--- src/rtl/hazard_pkg.sv ---
// ============================================================================
// Module  : hazard_pkg
// Purpose : Shared types and default sizes for the hazard/scoreboard unit.
// Rev     : 1.0  initial release
// ============================================================================
`default_nettype none

package hazard_pkg;

   localparam int c_NREG_DEFAULT    = 32;
   localparam int c_AW_DEFAULT      = 5;
   localparam int c_MAX_OUT_DEFAULT = 4;

   typedef logic [c_AW_DEFAULT-1:0] reg_idx_t;

   typedef enum logic [1:0] {
      FWD_RF   = 2'b00,
      FWD_W    = 2'b01,
      FWD_M    = 2'b10,
      FWD_LONG = 2'b11
   } fwd_sel_e;

endpackage

`default_nettype wire

--- src/rtl/hazard_scoreboard.sv ---
// ============================================================================
// Module  : hazard_scoreboard
// Purpose : Per-register pending bits, outstanding long-op count, sticky error.
// Rev     : 1.0  initial release
// ============================================================================
`default_nettype none

module hazard_scoreboard
   import hazard_pkg::*;
#(
   parameter int NREG    = c_NREG_DEFAULT,
   parameter int AW      = c_AW_DEFAULT,
   parameter int MAX_OUT = c_MAX_OUT_DEFAULT
) (
   input  logic            clk,
   input  logic            reset,
   input  logic            issue,
   input  logic [AW-1:0]   issue_rd,
   input  logic            retire,
   input  logic [AW-1:0]   retire_rd,
   output logic [NREG-1:0] pending,
   output logic            full,
   output logic            sb_err
);

   localparam int             CW    = $clog2(MAX_OUT + 1);
   localparam logic [CW-1:0]  c_MAX = CW'(MAX_OUT);

   logic [NREG-1:0] r_pend;
   logic [CW-1:0]   r_cnt;
   logic            r_err;

   logic [NREG-1:0] w_pend_nxt;
   logic [CW-1:0]   w_cnt_nxt;
   logic            w_ret_hit;
   logic            w_iss_hit;
   logic            w_retire_ok;
   logic            w_issue_ok;

   // x0 and out-of-range indices never hit, so they never touch state
   always_comb begin
      w_ret_hit = 1'b0;
      w_iss_hit = 1'b0;
      for (int i = 1; i < NREG; i++) begin
         if (retire_rd == AW'(i) && r_pend[i]) w_ret_hit = 1'b1;
         if (issue_rd == AW'(i))               w_iss_hit = 1'b1;
      end
      w_retire_ok = retire & w_ret_hit;
      w_issue_ok  = issue & w_iss_hit & ((r_cnt != c_MAX) | w_retire_ok);

      w_pend_nxt = r_pend;
      for (int i = 1; i < NREG; i++) begin
         if (w_retire_ok && retire_rd == AW'(i)) w_pend_nxt[i] = 1'b0;
         if (w_issue_ok && issue_rd == AW'(i))   w_pend_nxt[i] = 1'b1;
      end
      w_pend_nxt[0] = 1'b0;

      case ({w_issue_ok, w_retire_ok})
         2'b10:   w_cnt_nxt = r_cnt + CW'(1);
         2'b01:   w_cnt_nxt = r_cnt - CW'(1);
         default: w_cnt_nxt = r_cnt;
      endcase
   end

   always_ff @(posedge clk or posedge reset) begin
      if (reset) begin
         r_pend <= '0;
         r_cnt  <= '0;
         r_err  <= 1'b0;
      end else begin
         r_pend <= w_pend_nxt;
         r_cnt  <= w_cnt_nxt;
         r_err  <= r_err | (retire & ~w_ret_hit);
      end
   end

   assign pending = r_pend;
   assign full    = (r_cnt == c_MAX);
   assign sb_err  = r_err;

endmodule

`default_nettype wire

--- src/rtl/hazard_scoreboard_unit.sv ---
// ============================================================================
// Module  : hazard_scoreboard_unit
// Purpose : Stall/flush/forward control with long-op scoreboard.
//           Optional D/E bypass from the long writeback bus: LONG_WB_FWD_EN.
// Rev     : 1.0  initial release
// ============================================================================
`default_nettype none

module hazard_scoreboard_unit
   import hazard_pkg::*;
#(
   parameter int NREG    = c_NREG_DEFAULT,
   parameter int AW      = c_AW_DEFAULT,
   parameter int MAX_OUT = c_MAX_OUT_DEFAULT
) (
   input  logic          clk,
   input  logic          reset,
   input  logic          RegWriteM,
   input  logic          RegWriteW,
   input  logic [AW-1:0] rdm,
   input  logic [AW-1:0] rdw,
   input  logic [AW-1:0] rde,
   input  logic [AW-1:0] rs1e,
   input  logic [AW-1:0] rs2e,
   input  logic [AW-1:0] rs1d,
   input  logic [AW-1:0] rs2d,
   input  logic [AW-1:0] rdd,
   input  logic          RegWriteD,
   input  logic          ResultSrcE0,
   input  logic          LongOpD,
   input  logic          LongOpE,
   input  logic          PCsrc,
   input  logic          long_wb_valid,
   input  logic [AW-1:0] long_wb_rd,
   output logic          long_wb_ready,
   output logic [1:0]    forwardae,
   output logic [1:0]    forwardbe,
   output logic          forwardad,
   output logic          forwardbd,
   output logic          stallf,
   output logic          stalld,
   output logic          flushd,
   output logic          flushe,
   output logic          sb_err
);

   logic [NREG-1:0] w_pend;
   logic            w_full;
   logic            w_retire;
   logic            w_byp1d, w_byp2d, w_long1e, w_long2e;
   logic            w_lw, w_raw, w_waw, w_fullstall, w_stall;

   function automatic logic pend_at(input logic [NREG-1:0] v, input logic [AW-1:0] idx);
      pend_at = 1'b0;
      for (int i = 0; i < NREG; i++)
         if (idx == AW'(i)) pend_at = v[i];
   endfunction

   // M has priority over W; the long bus only wins when neither pipeline stage matches
   function automatic fwd_sel_e fwd_e(input logic [AW-1:0] src, input logic long_hit);
      if (src != '0 && src == rdm && RegWriteM)      fwd_e = FWD_M;
      else if (src != '0 && src == rdw && RegWriteW) fwd_e = FWD_W;
      else if (long_hit)                             fwd_e = FWD_LONG;
      else                                           fwd_e = FWD_RF;
   endfunction

   assign long_wb_ready = ~RegWriteW;
   assign w_retire      = long_wb_valid & long_wb_ready;

   hazard_scoreboard #(
      .NREG    (NREG),
      .AW      (AW),
      .MAX_OUT (MAX_OUT)
   ) u_sb (
      .clk       (clk),
      .reset     (reset),
      .issue     (LongOpE & (rde != '0)),
      .issue_rd  (rde),
      .retire    (w_retire),
      .retire_rd (long_wb_rd),
      .pending   (w_pend),
      .full      (w_full),
      .sb_err    (sb_err)
   );

`ifdef LONG_WB_FWD_EN
   assign w_byp1d  = w_retire & (rs1d != '0) & (rs1d == long_wb_rd);
   assign w_byp2d  = w_retire & (rs2d != '0) & (rs2d == long_wb_rd);
   assign w_long1e = w_retire & (rs1e != '0) & (rs1e == long_wb_rd);
   assign w_long2e = w_retire & (rs2e != '0) & (rs2e == long_wb_rd);
`else
   assign w_byp1d  = 1'b0;
   assign w_byp2d  = 1'b0;
   assign w_long1e = 1'b0;
   assign w_long2e = 1'b0;
`endif

   assign forwardae = fwd_e(rs1e, w_long1e);
   assign forwardbe = fwd_e(rs2e, w_long2e);
   assign forwardad = w_byp1d;
   assign forwardbd = w_byp2d;

   assign w_lw        = ResultSrcE0 & (rde != '0) & ((rs1d == rde) | (rs2d == rde));
   assign w_raw       = ((rs1d != '0) & pend_at(w_pend, rs1d) & ~w_byp1d)
                      | ((rs2d != '0) & pend_at(w_pend, rs2d) & ~w_byp2d);
   assign w_waw       = RegWriteD & (rdd != '0) & pend_at(w_pend, rdd);
   assign w_fullstall = LongOpD & w_full;
   assign w_stall     = w_lw | w_raw | w_waw | w_fullstall;

   assign stallf = w_stall;
   assign stalld = w_stall;
   assign flushd = PCsrc;
   assign flushe = w_stall | PCsrc;

endmodule

`default_nettype wire
--- config.mk ---
export PLATFORM = sky130hd
export DESIGN_NAME = hazard_scoreboard_unit
export DESIGN_NICKNAME = d
export VERILOG_FILES = /design/src/rtl/hazard_pkg.sv /design/src/rtl/hazard_scoreboard.sv /design/src/rtl/hazard_scoreboard_unit.sv
export SDC_FILE = /design/constraint.sdc
export NUM_CORES = 1
export LEC_CHECK = 0
export CAP_MARGIN = 30
export CORE_ASPECT_RATIO = 1.1
export CORE_MARGIN = 2
export CORE_UTILIZATION = 60
export CTS_BUF_LIST = sky130_fd_sc_hd__clkbuf_8 sky130_fd_sc_hd__clkbuf_16
export DETAILED_ROUTE_END_ITERATION = 10
export PLACE_DENSITY_LB_ADDON = 0.25
export SYNTH_ARGS = -nofsm -noshare
export SYNTH_HDL_FRONTEND = slang
export SYNTH_HIERARCHICAL = 1
export SYNTH_SLANG_ARGS = --single-unit
--- constraint.sdc ---
create_clock -name clk -period 5.2 [get_ports clk]
set_input_delay 1.04 -clock clk [delete_from_list [all_inputs] [get_ports clk]]
set_output_delay 1.04 -clock clk [all_outputs]
set_load 0.01 [all_outputs]
# --- Word level (Yosys, flattened, before mapping) ---
# Cells that the tools add are included.
word_totals:
  wordCells: 584
  inputBits: 55
  out_inout_bits: 12
  reg_bits: 35
classes:
  eq_ne: 165
  n_reduce_logical: 139
  addsub: 2
  bitwise_logic: 23
  muxes: 222
op_table:
  columns: ["op", "count"]
  rows:
  - ["$eq A5 B5 Y1 const B", 80]
  - ["$mux W1", 219]
  - ["$eq A5 B4 Y1 const B", 40]
  - ["$logic_and A1 B1 Y1", 101]
  - ["$eq A5 B3 Y1 const B", 20]
  - ["$reduce_bool A2 Y1", 32]
  - ["$eq A5 B2 Y1 const B", 10]
  - ["$eq A5 B5 Y1", 6]
  - ["$reduce_bool A5 Y1", 6]
  - ["$eq A5 B1 Y1 const B", 5]
  - ["$and A1 B1 Y1", 13]
  - ["$or A1 B1 Y1", 8]
  - ["$pmux W3 S2", 1]
  - ["$mux W2", 2]
  - ["$add A3 B1 Y3 const B", 1]
  - ["$eq A3 B3 Y1 const B", 1]
  - ["$ne A3 B3 Y1 const B", 1]
  - ["$sub A3 B1 Y3 const B", 1]
  - ["$eq A2 B1 Y1 const B", 1]
  - ["$eq A2 B2 Y1 const B", 1]
  - ["$not A1 Y1", 2]

# --- Logic depth before layout (Yosys ltp) ---
# Gate-level depths: netlist of run 1.
depth:
  ltp_word: 38
  depth_mapped: 14
  mapped_depth_nobuf: 11

# --- Hierarchy ---
# The synthesis of run 1 kept the hierarchy.
by_module_without_submodules:
  columns: ["mod", "cells_each", "n_inst", "area_each_um2", "seq_area_each_um2"]
  rows:
  - ["hazard_scoreboard", 245, 1, 2284.7, 875.8]
  - ["hazard_scoreboard_unit", 313, 1, 2098.3, 0.0]

# --- Worst setup path before layout of run 1 ---
# No wires, ideal clock.
synth_timing:
  path_type: "input to output"
  start: "input rdd[1]"
  end: "output stallf"
  path_buffers: 3
  required_time_ns: 4.160
  stages: 7
  arrival_time_ns: 2.640
  path_slack_ns: 1.520
  path_cell_list: "buf_2 -> clkbuf_1 -> mux4_2 -> a222oi_1 -> a21boi_1 -> nand4_1 -> buf_4"
synth_via:
  elab_chain_cells: 35
  elab_cells_between_ends: 67
  cone_classes: "eq/ne: 31; mux: 31; bitwise: 4; reduce/logical: 1"
synth_lines:
  columns: ["element", "line", "text"]
  rows:
  - ["from (decl)", "hazard_scoreboard_unit.sv:27", "input logic [AW-1:0] rdd,"]
  - ["$eq A5 B1 Y1", "hazard_scoreboard_unit.sv:56", "if (idx == AW'(i)) pend_at = v[i];"]
  - ["$mux W1 (31 in a row)", "hazard_scoreboard_unit.sv:56", null]
  - ["$and A1 B1 Y1 (*)", "hazard_scoreboard_unit.sv:106", "assign w_waw = RegWriteD & (rdd != '0) & pend_at(w_pend, rdd);"]
  - ["$or A1 B1 Y1 (*) (2 in a row)", "hazard_scoreboard_unit.sv:108", "assign w_stall = w_lw | w_raw | w_waw | w_fullstall;"]
  - ["to (decl)", "hazard_scoreboard_unit.sv:40", "output logic stallf,"]
# Mark *: on every way between the ends. The rest lies on a longest branch, timed or not.

# --- Worst setup path after layout of run 1 ---
layout_timing:
  start: "input rs2d[2]"
  end: "output stallf"
layout_via:
  elab_chain_cells: 37
  elab_cells_between_ends: 71
  cone_classes: "eq/ne: 32; mux: 31; bitwise: 7; reduce/logical: 1"
layout_lines:
  columns: ["element", "line", "text"]
  rows:
  - ["from (decl)", "hazard_scoreboard_unit.sv:26", "input logic [AW-1:0] rs2d,"]
  - ["$eq A5 B1 Y1", "hazard_scoreboard_unit.sv:56", null]
  - ["$mux W1 (31 in a row)", "hazard_scoreboard_unit.sv:56", null]
  - ["$and A1 B1 Y1", "hazard_scoreboard_unit.sv:105", "| ((rs2d != '0) & pend_at(w_pend, rs2d) & ~w_byp2d);"]
  - ["$or A1 B1 Y1", "hazard_scoreboard_unit.sv:105", null]
  - ["$or A1 B1 Y1 (*) (3 in a row)", "hazard_scoreboard_unit.sv:108", null]
# Marked as above.

==> summary by stage, run 1 <==
Floorplanning
For this configuration, the core starts out at a cell density of 0.622. The number of top-level pins is 67. In this run the horizontal extent of the chip is 85.5 um. The number of cell rows is 32. In this run the standard cell core region covers 0.00705 mm^2. The die footprint is 0.00801 mm^2. In this run the vertical extent of the chip is 93.6 um.

Hold path
Counting instances, the worst hold path has a depth of 1. The worst hold endpoint is u_sb/sb_err. The startpoint of the lowest-slack hold path is u_sb/sb_err.

The path class of the lowest-slack min-delay path is flip-flop to flip-flop.

Timing
The final hold violation count came to 0. The number of endpoints failing setup at the final stage is 0. In this run the tightest slew margin relative to its limit is 0.562. The final period utilization is 0.943. Setup repair after global routing left no endpoint under its margin. The actual transition at the worst max-transition pin is around 650 ps. The minimum clock period is 4900 ps. For the final routed database, the setup TNS stands at 0 ps.

The final max-slew violation count is 0. For the final database, setup skew stands at 4.47 ps. Static timing analysis puts the maximum clock frequency at 204 MHz.

Setup path
Along the worst path, the maximum fanout reaches 19. The required time at the worst-slack endpoint is 4160 ps. The destination of the worst register-to-register timing path is u_sb/pending[5]. The logic depth of the worst register-to-register path is 7. The buffer and inverter count on the worst path is 2. STA classifies the critical path startpoint as an input pin.

The worst stage delay on the critical path is around 840 ps. Broken down by cell family, the worst path's largest delay share belongs to buffers and inverters. The setup path with the least slack is of type input pin to output port.

In this run the critical register-to-register path is launched from u_sb/pending[29]. The arrival time of the worst setup path is 3860 ps. STA classifies the critical path endpoint as an output port.

The standard cell with the maximum stage delay on the critical path is sky130_fd_sc_hd__clkdlybuf4s50_1. The most used cell along the critical path is sky130_fd_sc_hd__clkdlybuf4s50_1. The worst-case register-to-register setup slack is around 2500 ps.

Walking the worst path, the cells encountered are clkdlybuf4s50_1, or3b_1, a21boi_1, a2111oi_0, nor4_1, a211oi_1, nand4_1, clkdlybuf4s50_1.

Logic synthesis
The number of enable flip-flop cells after synthesis is 0. Counting flops with an async set or reset pin after synthesis yields a share of 1.00. The mapped netlist covers roughly 0.0044 mm^2.

The mean cell area of the mapped netlist is approximately 7.9 um^2. Synthesis produced a netlist whose cell count is 558. For this run, the number of Yosys warnings is 6. Of the synthesized area, sequential elements account for 0.200. The number of storage elements in the synthesis netlist is 35.

Among all flip-flop cells after synthesis, the most frequent one is sky130_fd_sc_hd__dfrtp_1. The netlist uses 83 different library cells.

Detailed routing
The vias after detailed routing is 4929. The iteration-0 DRC count of the detailed router is 385. In the routed design, unresolved DRC markers number 0. After detailed routing, the total wire length is 14.6 mm.

The first-pass iteration count of the detailed router is 6. The remaining number of nets flagged by the antenna check after routing is 0. The wire length per cell after detailed routing is 21.3 um. The ratio of routed vias to standard cells is a little over 7.

Clock network
TritonCTS built the clock tree. The clock transition at the registers of the reported paths is 70 ps. The clock latency of the later-clocked register in the worst-skew pair is 290 ps.

The buffer type at the clock tree root is sky130_fd_sc_hd__clkbuf_8. The H-tree was split into 2 levels. The number of buffers between clock root and the deepest sink is 2. The number of buffers inserted to repair setup after CTS is 0. The number of clock sinks is 35. The number of hold buffers added after CTS is 0. The number of clock buffers added by TritonCTS is 5.

The number of gates given a new drive strength after cts is 0.

Placed design
The count of placed standard cells including taps is 677. Detailed placement finished with a half-perimeter wire length of 10.6 mm. The placed cell area is 0.00500 mm^2. The placer congestion estimate is 0.977. During placement, the flow inserted port buffers numbering 64.

GRT
Entering global routing, the biggest net connects 36 pins. In the global route stage, overall resource usage came out at 0.369. The number of global-route vias before repair is 4633. The overflow left after global routing is 0. The first global-routing pass estimated 23.0 mm of wire. The initial antenna violation count is 0.

Finish
After the last flow step, the layout net total stands at around 660. The final-layout fill cell count is 567. Leaving out filler cells and counting taps, the final layout contains 685. In the final layout, the share of cells above drive strength 1 is 0.0967. The finished cells cover 0.00511 mm^2. The antenna diode count is 0. From synthesis to final layout, the design area changed by 16.6%.

Flow run
The max-cap violation count is 0.

Power and ir drop
In this run the static leakage power is 1.87 nW. The completed layout was analyzed and its total power is 0.00145 W. Across the VDD grid, the largest voltage drop is 0.275 mV. The power per cell area is approximately 280 mW/mm^2.

Status
The flow ran to the end, and the final reports show no timing, DRC or antenna violations.
==> cell families after synthesis <==
kind of cell	synth area share
adders and majority gates	0.00457
buffers and inverters	0.0748
other	0.00171
and+or+nand+nor	0.316
AOI/OAI and AO/OA	0.264
DFF	0.200
muxes	0.0765
xor gates and xnor gates	0.0619
==> cell usage after synthesis, drive strengths merged (3+ instances only) <==
cell type / n / area (um^2)
o21ai: 38 / 201
o22ai: 5 / 37.5
a32o: 6 / 60.1
nand3: 11 / 55.1
mux2i: 20 / 200
o211ai: 10 / 80.1
nand3b: 9 / 67.6
o221a: 3 / 33.8
o2bb2ai: 4 / 35.0
xnor2: 27 / 236
a21oi: 21 / 105
o41ai: 6 / 52.6
nand2b: 21 / 131
and3: 3 / 18.8
o21a: 3 / 22.5
nor4bb: 3 / 30.0
or4: 5 / 37.5
xor2: 4 / 35.0
nor3: 16 / 80.1
or3b: 5 / 43.8
or2: 4 / 25.0
a211oi: 6 / 45.0
nand2: 41 / 154
mux2: 8 / 90.1
nand4: 12 / 75.1
dfrtp: 35 / 876
nor2b: 14 / 87.6
clkbuf: 15 / 56.3
or3: 18 / 118
a311oi: 4 / 35.0
and3b: 3 / 26.3
o31ai: 13 / 97.6
a211o: 3 / 26.3
a2111oi: 4 / 36.3
a22o: 9 / 78.8
buf: 36 / 223
nor2: 33 / 126
nor4: 12 / 81.3
and2b: 3 / 23.8
inv: 13 / 48.8
o2111ai: 3 / 26.3
nor3b: 5 / 42.5
and2: 4 / 25.0
and4b: 5 / 50.1
nand4b: 4 / 35.0
==> flip-flops by register name, summed over array words and instances, names as in the netlist <==
register,cells
u_sb/pending,31
u_sb/sb_err,1
u_sb/r_cnt,3
==> worst max-delay path by stage <==
stage                 start  endpoint  slack, ps  depth (start not counted)
finish              rs2d[2]    stallf        300                          8
global route        rs2d[2]    stallf         40                          8
CTS                 rs2d[2]    stalld        310                          8
detailed placement  rs2d[2]    stalld        310                          8
global placement    rs2d[2]    stalld        380                          8
floorplan            rdd[1]    stallf       1520                          7
==> worst register-to-register path: stages (launching register included) <==
cell,delay (ps)
sky130_fd_sc_hd__dfrtp_1,490
sky130_fd_sc_hd__mux2_2,310
sky130_fd_sc_hd__a221oi_1,350
sky130_fd_sc_hd__o32ai_2,190
sky130_fd_sc_hd__a2bb2oi_1,290
sky130_fd_sc_hd__nand3_1,490
sky130_fd_sc_hd__nand3b_1,390
sky130_fd_sc_hd__o21ai_0,120
==> metrics by stage <==
stage,util,hold WS (ps),worst slack [ps]
2_1_floorplan,-,438,1520
3_3_place_gp,0.710,445,375
3_5_place_dp,0.710,447,312
4_1_cts,0.725,468,311
5_1_grt,0.725,483,40.1
6_report,0.725,465,295
==> layout by cell type (no fill, tap or decap), drive strengths merged, types with 6 or more instances in the layout <==
| cell | instances |
|---|---|
| o31ai | 13 |
| or3 | 18 |
| dfrtp | 35 |
| a21oi | 21 |
| nor3 | 16 |
| o21ai | 38 |
| nand4 | 12 |
| inv | 13 |
| a211oi | 6 |
| a32o | 6 |
| o41ai | 6 |
| nor2b | 14 |
| a22o | 9 |
| nand3b | 9 |
| xnor2 | 27 |
| nand3 | 11 |
| o211ai | 10 |
| clkdlybuf4s50 | 64 |
| mux2i | 20 |
| nor2 | 33 |
| nor4 | 12 |
| clkbuf | 7 |
| mux2 | 8 |
| nand2b | 21 |
| buf | 20 |
| nand2 | 41 |
==> per-layer routing <==
layer  share of wire  track usage
met1            0.36        0.445
met2            0.46        0.604
met5               0            0
met3            0.10       0.0556
met4           0.081        0.249
==> where the power goes <==
part / switching [W] / internal, W / total (W) / leakage (nW)
clock network: 0.0000986 / 0.000120 / 0.000219 / 0.0505
registers: 0.000265 / 0.000369 / 0.000634 / 0.415
logic: 0.000298 / 0.000298 / 0.000596 / 1.40
==> area by class of cell <==
| class | instances | area (um^2) | area share |
|---|---|---|---|
| sequential | 35 | 876 | 0.171 |
| inverter | 13 | 48.8 | 0.00955 |
| multi-input combinational | 460 | 3180 | 0.623 |
| timing repair buffer | 84 | 791 | 0.155 |
| clock buffer | 7 | 96.3 | 0.0189 |
| clock inverter | 1 | 7.51 | 0.00147 |
| tap | 85 | 106 | 0.0208 |
Note: power is estimated with default switching activity, not from simulation.
==> run 2: changes to the inputs <==
--- a/config.mk
+++ b/config.mk
@@ -5,9 +5,8 @@
 export SDC_FILE = /design/constraint.sdc
 export NUM_CORES = 1
 export LEC_CHECK = 0
-export CAP_MARGIN = 30
+export CAP_MARGIN = 10
 export CORE_ASPECT_RATIO = 1.1
-export CORE_MARGIN = 2
 export CORE_UTILIZATION = 60
 export CTS_BUF_LIST = sky130_fd_sc_hd__clkbuf_8 sky130_fd_sc_hd__clkbuf_16
 export DETAILED_ROUTE_END_ITERATION = 10
==> run 2 against run 1 <==
  * Clock skew up 1.3 ps
  * Die area down 4.4%
  * Clock power up 16%
  * Combinational power up 2%
  * Via count up 0.79%
  * Sequential share of layout area about the same
  * Maximum frequency down 1.0%
  * Count of clock-buffer cells in the layout down 1
  * Non-clock buffer count unchanged
==> summary by stage, run 2 (synthesized netlist as in run 1, its figures left out) <==
GRT
The wire length of the first global-routing pass is 24.2 mm. The number of global-route vias before repair is 4678. Summed over all layers, the global routing overflow is 0. Entering global routing, the biggest net connects 36 pins. For this run, the total global-route usage over all layers was measured as 0.406.

The initial antenna violation count came to 0.

Flow run
The max-cap violation count is 0.

Timing
Final hold analysis gives a worst-case slack of 493 ps. Measured against its own limit, the worst slew margin works out to 0.498. The minimum clock period is 4960 ps. The final max-slew violation count was 0. The final total negative setup slack is 0 ps. The worst clock skew is 5.78 ps. The number of endpoints failing setup at the final stage is 0. At the pin with the least slew margin, the transition time is roughly 750 ps. The final hold violation count is 0.

Setup repair after global routing left no endpoint under its margin. Derived from the worst setup path, the maximum achievable clock frequency is approximately 200 MHz. Of the available clock period, the critical path in the final layout requires 0.953.

Setup path
The most used cell along the critical path is sky130_fd_sc_hd__clkdlybuf4s50_1. By startpoint and endpoint, the worst setup path is classified as input pin to output port. The slowest stage of the critical path belongs to the cell sky130_fd_sc_hd__clkdlybuf4s50_1.

In this design, the largest share of critical-path delay is due to buffers and inverters. The signal on the critical path passes through clkdlybuf4s50_1, or3_1, o32ai_1, a2111oi_0, nor4_1, a211oi_1, nand4_1, clkdlybuf4s50_1. The arrival time of the worst setup path is 3920 ps. The worst setup path is captured at an output port. The worst stage delay on the critical path is 630 ps. STA classifies the critical path startpoint as an input pin. The required time at the worst-slack endpoint is 4160 ps. Along the worst path, the maximum fanout reaches 12. The buffer and inverter count on the worst path is 2.

Power and ir drop
The worst-case vdd ir drop is 0.263 mV. The power per cell area is 292 mW/mm^2. Of the total power, the share spent switching nets is 0.450.

Overall power consumption after layout is estimated at 0.00150 W. Of the total power, registers draw 0.426. Internal power comes to 0.000822 W. The static leakage power is 1.88 nW. The combinational share of power is 0.405. The net switching component of the power is 0.000673 W.

The clock network fraction of design power is 0.169.

Detailed routing
The iteration-0 DRC count of the detailed router is 518. After detailed routing, the number of remaining DRC violations is 0. Dividing the detail-routed via count by the number of cells gives 7.25. Once detail routing completed, the nets flagged for antenna violations numbered 0.

The wire length per cell after detailed routing is 22.4 um. The first-pass iteration count of the detailed router is 5. The vias after detailed routing is 4968.

Summed over all layers, the routed wires come to 15.3 mm.

Clock network
The clock transition at the registers of the reported paths is 70 ps. The number of clock sinks is 35. The tree is rooted in a sky130_fd_sc_hd__clkbuf_8.

The TritonCTS clock tree is yes. After clock tree synthesis, the flow added hold-fix buffers numbering 0. The number of buffers inserted to repair setup after CTS is 0. The total CTS buffers is 5.

The number of buffers between clock root and the deepest sink is 2. The clock tree synthesis step divided the H-tree into 2 levels. The number of gates given a new drive strength after cts is 0. The clock latency of the later-clocked register in the worst-skew pair is between 200 and 300 ps.

Finish
Of the cells placed in the final design, the portion with a size suffix greater than 1 is 0.0967. In the layout the commonest cells are 64 x sky130_fd_sc_hd__clkdlybuf4s50_1, 41 x sky130_fd_sc_hd__nand2_1, 35 x sky130_fd_sc_hd__o21ai_0, 35 x sky130_fd_sc_hd__dfrtp_1, 32 x sky130_fd_sc_hd__nor2_1. The combined flip-flop and latch cell area is 876 um^2. Relative to the synthesized area, the layout overhead comes to 16.9%. The utilization after layout is 0.727.

The area used by multi-input combinational logic is between 0.003 and 0.004 mm^2. The register with the most flip-flops in the layout has 31 of them. The filler cells instantiated in the layout total 544. The commonest non-fill, non-tap cell in the layout is sky130_fd_sc_hd__clkdlybuf4s50_1. The antenna diode count is 0. The number of nets in the layout is approximately 660.

Placed design
After legalization and detailed placement, the total HPWL measured 11.0 mm. The number of buffers inserted by port buffering is 64. The congestion estimate from routability-driven global placement came to ~0.97.

Floorplanning
For this configuration, the core starts out at a cell density of 0.622. The number of top-level pins is 67. The vertical extent of the die is 91.6 um. The core region is 0.00705 mm^2. The die is around 83 um wide. The die covers 0.00765 mm^2.

The number of cell rows is 32.

Hold path
In this run the worst hold path is classified as flip-flop to flip-flop.

Status
The flow ran to the end, and the final reports show no timing, DRC or antenna violations.
## run 2: worst register-to-register path: cells and delay by family (launching register included)
| family | cells | cell delay (ps) |
|---|---|---|
| AOI/OAI and AO/OA | 4 | 970 |
| DFF | 1 | 500 |
| and+or+nand+nor | 2 | 900 |
| muxes | 1 | 320 |
## run 2: metrics by stage
step	cell area (um^2)	setup slack [ps]	cells
final	5120	244	685
after global routing	5120	60.5	685
after CTS	5120	333	685
after detailed placement	5000	340	677
after global placement	5000	410	677
after floorplan	4390	1520	559
## run 2: power by group through the flow
stage	Sequential (W)	Clock, W	Combinational (W)
global route	0.000626	0.000264	0.000658
global placement	0.000613	0	0.000567
floorplan	0.000468	0	0.000443
CTS	0.000610	0.000254	0.000596
finish	0.000637	0.000253	0.000606
detailed placement	0.000615	0	0.000587
## run 2: metal layers
layer	global-route usage	vias up	wire length, um
li1	-	2214	-
met5	0	-	0
met3	0.0657	99	1650
met1	0.491	2281	5410
met2	0.667	374	7190
met4	0.271	0	1080
## run 2: final timing paths
path | start | end | slack [ps] | depth (start not counted)
min reg2reg | u_sb/r_cnt[2] | u_sb/r_cnt[2] | 490 | 1
min in group asynchronous | reset | u_sb/pending[29] | 1150 | 3
max in group asynchronous | reset | u_sb/pending[6] | 3740 | 3
min | u_sb/r_cnt[2] | u_sb/r_cnt[2] | 490 | 1
max | rs2d[2] | stalld | 240 | 8
max reg2reg | u_sb/pending[29] | u_sb/pending[1] | 2360 | 7
## run 2: cell type report
class,instances,area share
clock buffer,6,0.0161
clock inverter,2,0.00684
inverter,13,0.00953
multi-input combinational,460,0.621
sequential,35,0.171
tap,85,0.0208
timing repair buffer,84,0.154
==> run 3: changes to the inputs <==
--- a/config.mk
+++ b/config.mk
@@ -7,10 +7,10 @@
 export LEC_CHECK = 0
 export CAP_MARGIN = 10
 export CORE_ASPECT_RATIO = 1.1
-export CORE_UTILIZATION = 60
+export CORE_UTILIZATION = 51
 export CTS_BUF_LIST = sky130_fd_sc_hd__clkbuf_8 sky130_fd_sc_hd__clkbuf_16
 export DETAILED_ROUTE_END_ITERATION = 10
-export PLACE_DENSITY_LB_ADDON = 0.25
+export PLACE_DENSITY_LB_ADDON = 0.12
 export SYNTH_ARGS = -nofsm -noshare
 export SYNTH_HDL_FRONTEND = slang
 export SYNTH_HIERARCHICAL = 1
==> constraint.sdc (replaced) <==
create_clock -name clk -period 4.24 [get_ports clk]
set_input_delay 0.848 -clock clk [delete_from_list [all_inputs] [get_ports clk]]
set_output_delay 0.848 -clock clk [all_outputs]
set_load 0.01 [all_outputs]
==> run 3 against run 2 <==
  * Die area grew 17%
  * First-iteration DRC count is 32% lower
  * Global-route usage fell by 6.3 points
  * Sequential power up 24%
  * Critical path depth is 2 higher
  * Routed wire length decreased by 0.57%
  * Core utilization decreased by 8.3 points
  * Register-to-register slack got worse by 880 ps
==> summary by stage, run 3 (synthesized netlist as in run 1, its figures left out) <==
Detailed routing
The remaining number of nets flagged by the antenna check after routing is 0. The total detailed-routing wirelength is 15.2 mm. For this block, the via count after detailed routing is around 4900. The ratio of routed vias to standard cells is approximately 6.6.

Dividing the detail-routed wire length by the instance count gives 20.6 um. The pre-antenna-repair detailed-routing pass consisted of 5 iterations. The final routed DRC violation total is 0. In this run, the number of DRC markers left after iteration 0 of detailed routing was between 300 and 400.

Setup path
The required time at the worst-slack endpoint is 3390 ps. STA classifies the critical path endpoint as an output port. The beginning of the worst register-to-register path is u_sb/pending[1]. The worst setup path category is input pin to output port. Of all nets on the critical path, the largest fanout is 10. The worst-case register-to-register setup slack is 1480 ps.

The worst setup path is launched from an input pin. The destination of the worst register-to-register timing path is u_sb/r_cnt[2]. The logic depth of the worst register-to-register path is 11. Data arrives at the worst endpoint at 3340 ps.

Finish
Summing all multi-input logic gate instances after layout gives 0.00319 mm^2. The synthesis-to-finish area growth is 22.9%. The register with the most flip-flops in the layout has 31 of them.

In the final layout, the share of cells above drive strength 1 is 0.140. The utilization after layout is 0.644. The combined flip-flop and latch cell area is 876 um^2.

The library cell used most frequently in the layout, excluding fill and tap cells, is sky130_fd_sc_hd__clkdlybuf4s50_1. The final-layout fill cell count is just over 700. The library cells used most frequently in the layout, excluding fill and tap cells, are 60 x sky130_fd_sc_hd__clkdlybuf4s50_1, 48 x sky130_fd_sc_hd__buf_4, 41 x sky130_fd_sc_hd__nand2_1, 35 x sky130_fd_sc_hd__o21ai_0, 35 x sky130_fd_sc_hd__dfrtp_1. The antenna diode count is 0. Leaving out filler cells and counting taps, the final layout contains 740. After the last flow step, the layout net total stands at around 680.

Floorplanning
The vertical extent of the die is approximately 100 um. The die is 90.4 um wide. The number of cell rows is 35.

The die footprint is 0.00897 mm^2. The number of top-level pins is 67. For this configuration, the core starts out at a cell density of 0.524. The floorplan core area is 0.00836 mm^2.

Hold path
The worst hold endpoint is u_sb/sb_err. The path class of the tightest hold or removal check is flip-flop to flip-flop. Counting instances, the worst hold path has a depth of 1. The startpoint identified for the worst hold timing path is u_sb/sb_err.

Clock network
The deepest level of the CTS H-tree is 2. The number of hold buffers added after CTS is 0. TritonCTS built the clock tree. The total CTS buffers is 5. The clock latency of the later-clocked register in the worst-skew pair is 290 ps. The number of buffers between clock root and the deepest sink is 2. Clock tree synthesis selected as its root buffer the cell sky130_fd_sc_hd__clkbuf_8. The number of clock sinks is 35. Post-CTS timing repair inserted 0 buffers for setup. Clock-pin slew was measured on the worst setup and hold paths at about 70 ps.

Flow run
The max-cap violation count is 0.

Placed design
The wire-length estimate of the detail-placed layout is 11.3 mm. After detailed placement, the design holds a cell count of 732. The placer congestion estimate is 1.04. The number of buffers inserted by port buffering is 64.

Power and ir drop
The static leakage power is 2.04 nW. Total power for the finished layout comes to 0.00184 W. The internal power consumption is 0.00101 W.

Of the total power, combinational logic draws 0.409. For this design the ratio of total power to cell area is 342 mW/mm^2. Of the total power, the clock network draws 0.163.

Summed over all nets, the switching power comes to 0.000831 W. The switching part of the total is 0.451. VDD sags by at most 0.370 mV.

The share of total power dissipated in sequential elements is 0.428.

Timing
The final hold violation count is 0. Dividing the final minimum period by the clock period gives 0.988. After layout, the minimum clock period comes to 4190 ps. The worst max-slew margin expressed relative to the limit is 0.554. The worst clock skew is 8.54 ps. The actual transition at the worst max-transition pin is 666 ps.

Setup repair after global routing could not meet its margin everywhere. Timing would allow up to ~240 MHz. Setup violations remaining at the end of the flow were counted as 0.

The final max-slew violation count came to 0.

GRT
The pin count of the biggest net entering global routing is 36. The initial antenna violation count is 0. Summed over all layers, the global routing overflow is 0. The total global routing track utilization is 0.343. The number of global-route vias before repair was 4721.

The wire length of the first global-routing pass is 24.1 mm.

Status
The run finished with clean final reports.
==> run 3: changes by cell type in the layout (fill, tap and decap cells not counted), sizes merged <==
cell,delta
dlymetal6s2s,+2
dlygate4sd2,+2
buf,+29
clkbuf,-1
clkinv,+1
clkdlybuf4s50,-4
==> run 3: power by group through the flow <==
| stage | Sequential (W) | Clock, W | Combinational (W) |
|---|---|---|---|
| floorplan | 0.000574 | 0 | 0.000543 |
| global placement | 0.000770 | 0 | 0.000728 |
| detailed placement | 0.000767 | 0 | 0.000743 |
| CTS | 0.000760 | 0.000304 | 0.000748 |
| global route | 0.000771 | 0.000320 | 0.000826 |
| finish | 0.000790 | 0.000301 | 0.000754 |
==> run 3: metal layers <==
layer | up-vias | routed length, um | global-route usage
met5 | - | 0 | 0
met1 | 2278 | 5780 | 0.417
met3 | 89 | 1250 | 0.0352
li1 | 2251 | - | -
met4 | 0 | 1150 | 0.246
met2 | 254 | 7060 | 0.570
==> run 3: critical path: stages <==
cell and delay, ps:
sky130_fd_sc_hd__clkdlybuf4s50_1 510, sky130_fd_sc_hd__buf_4 180, sky130_fd_sc_hd__buf_4 150, sky130_fd_sc_hd__mux2i_1 190, sky130_fd_sc_hd__o211ai_1 100, sky130_fd_sc_hd__a211oi_1 230
sky130_fd_sc_hd__nor3_1 100, sky130_fd_sc_hd__a2111oi_1 400, sky130_fd_sc_hd__nand4_1 140, sky130_fd_sc_hd__clkdlybuf4s50_1 490
==> run 3: how the worst max path moves through the flow <==
| stage | startpoint | endpoint | cells past startpoint | slack, ps |
|---|---|---|---|---|
| 4_1_cts | rs2d[2] | flushe | 10 | 20 |
| 2_1_floorplan | rdd[1] | stallf | 7 | 940 |
| 6_report | rs2d[1] | flushe | 10 | 50 |
| 5_1_grt | rs2d[2] | flushe | 10 | -100 |
| 3_5_place_dp | rs2d[0] | flushe | 9 | -50 |
| 3_3_place_gp | rs2d[2] | stallf | 10 | -20 |
==> run 3: metrics by stage <==
stage / hold slack [ps] / instance area (um^2) / setup WS (ps) / TNS, ps
2_1_floorplan: 438 / 4390 / 944 / 0
4_1_cts: 470 / 5380 / 20.1 / 0
5_1_grt: 495 / 5390 / -97.0 / -97.0
6_report: 467 / 5390 / 49.1 / 0
3_5_place_dp: 453 / 5270 / -49.8 / -63.7
3_3_place_gp: 448 / 5270 / -15.5 / -30.2
==> run 3: final cells by class <==
cell class / count / area share
Timing Repair Buffer: 113 / 0.190
Clock buffer: 5 / 0.0128
Clock inverter: 3 / 0.00813
Multi-Input combinational cell: 460 / 0.592
Inverter: 13 / 0.00906
Tap cell: 111 / 0.0258
Sequential cell: 35 / 0.163
==> run 3: timing repair <==
item	CTS	global route
resized for setup	2	5
pin swaps	1	0
endpoints found under the setup margin	3	3
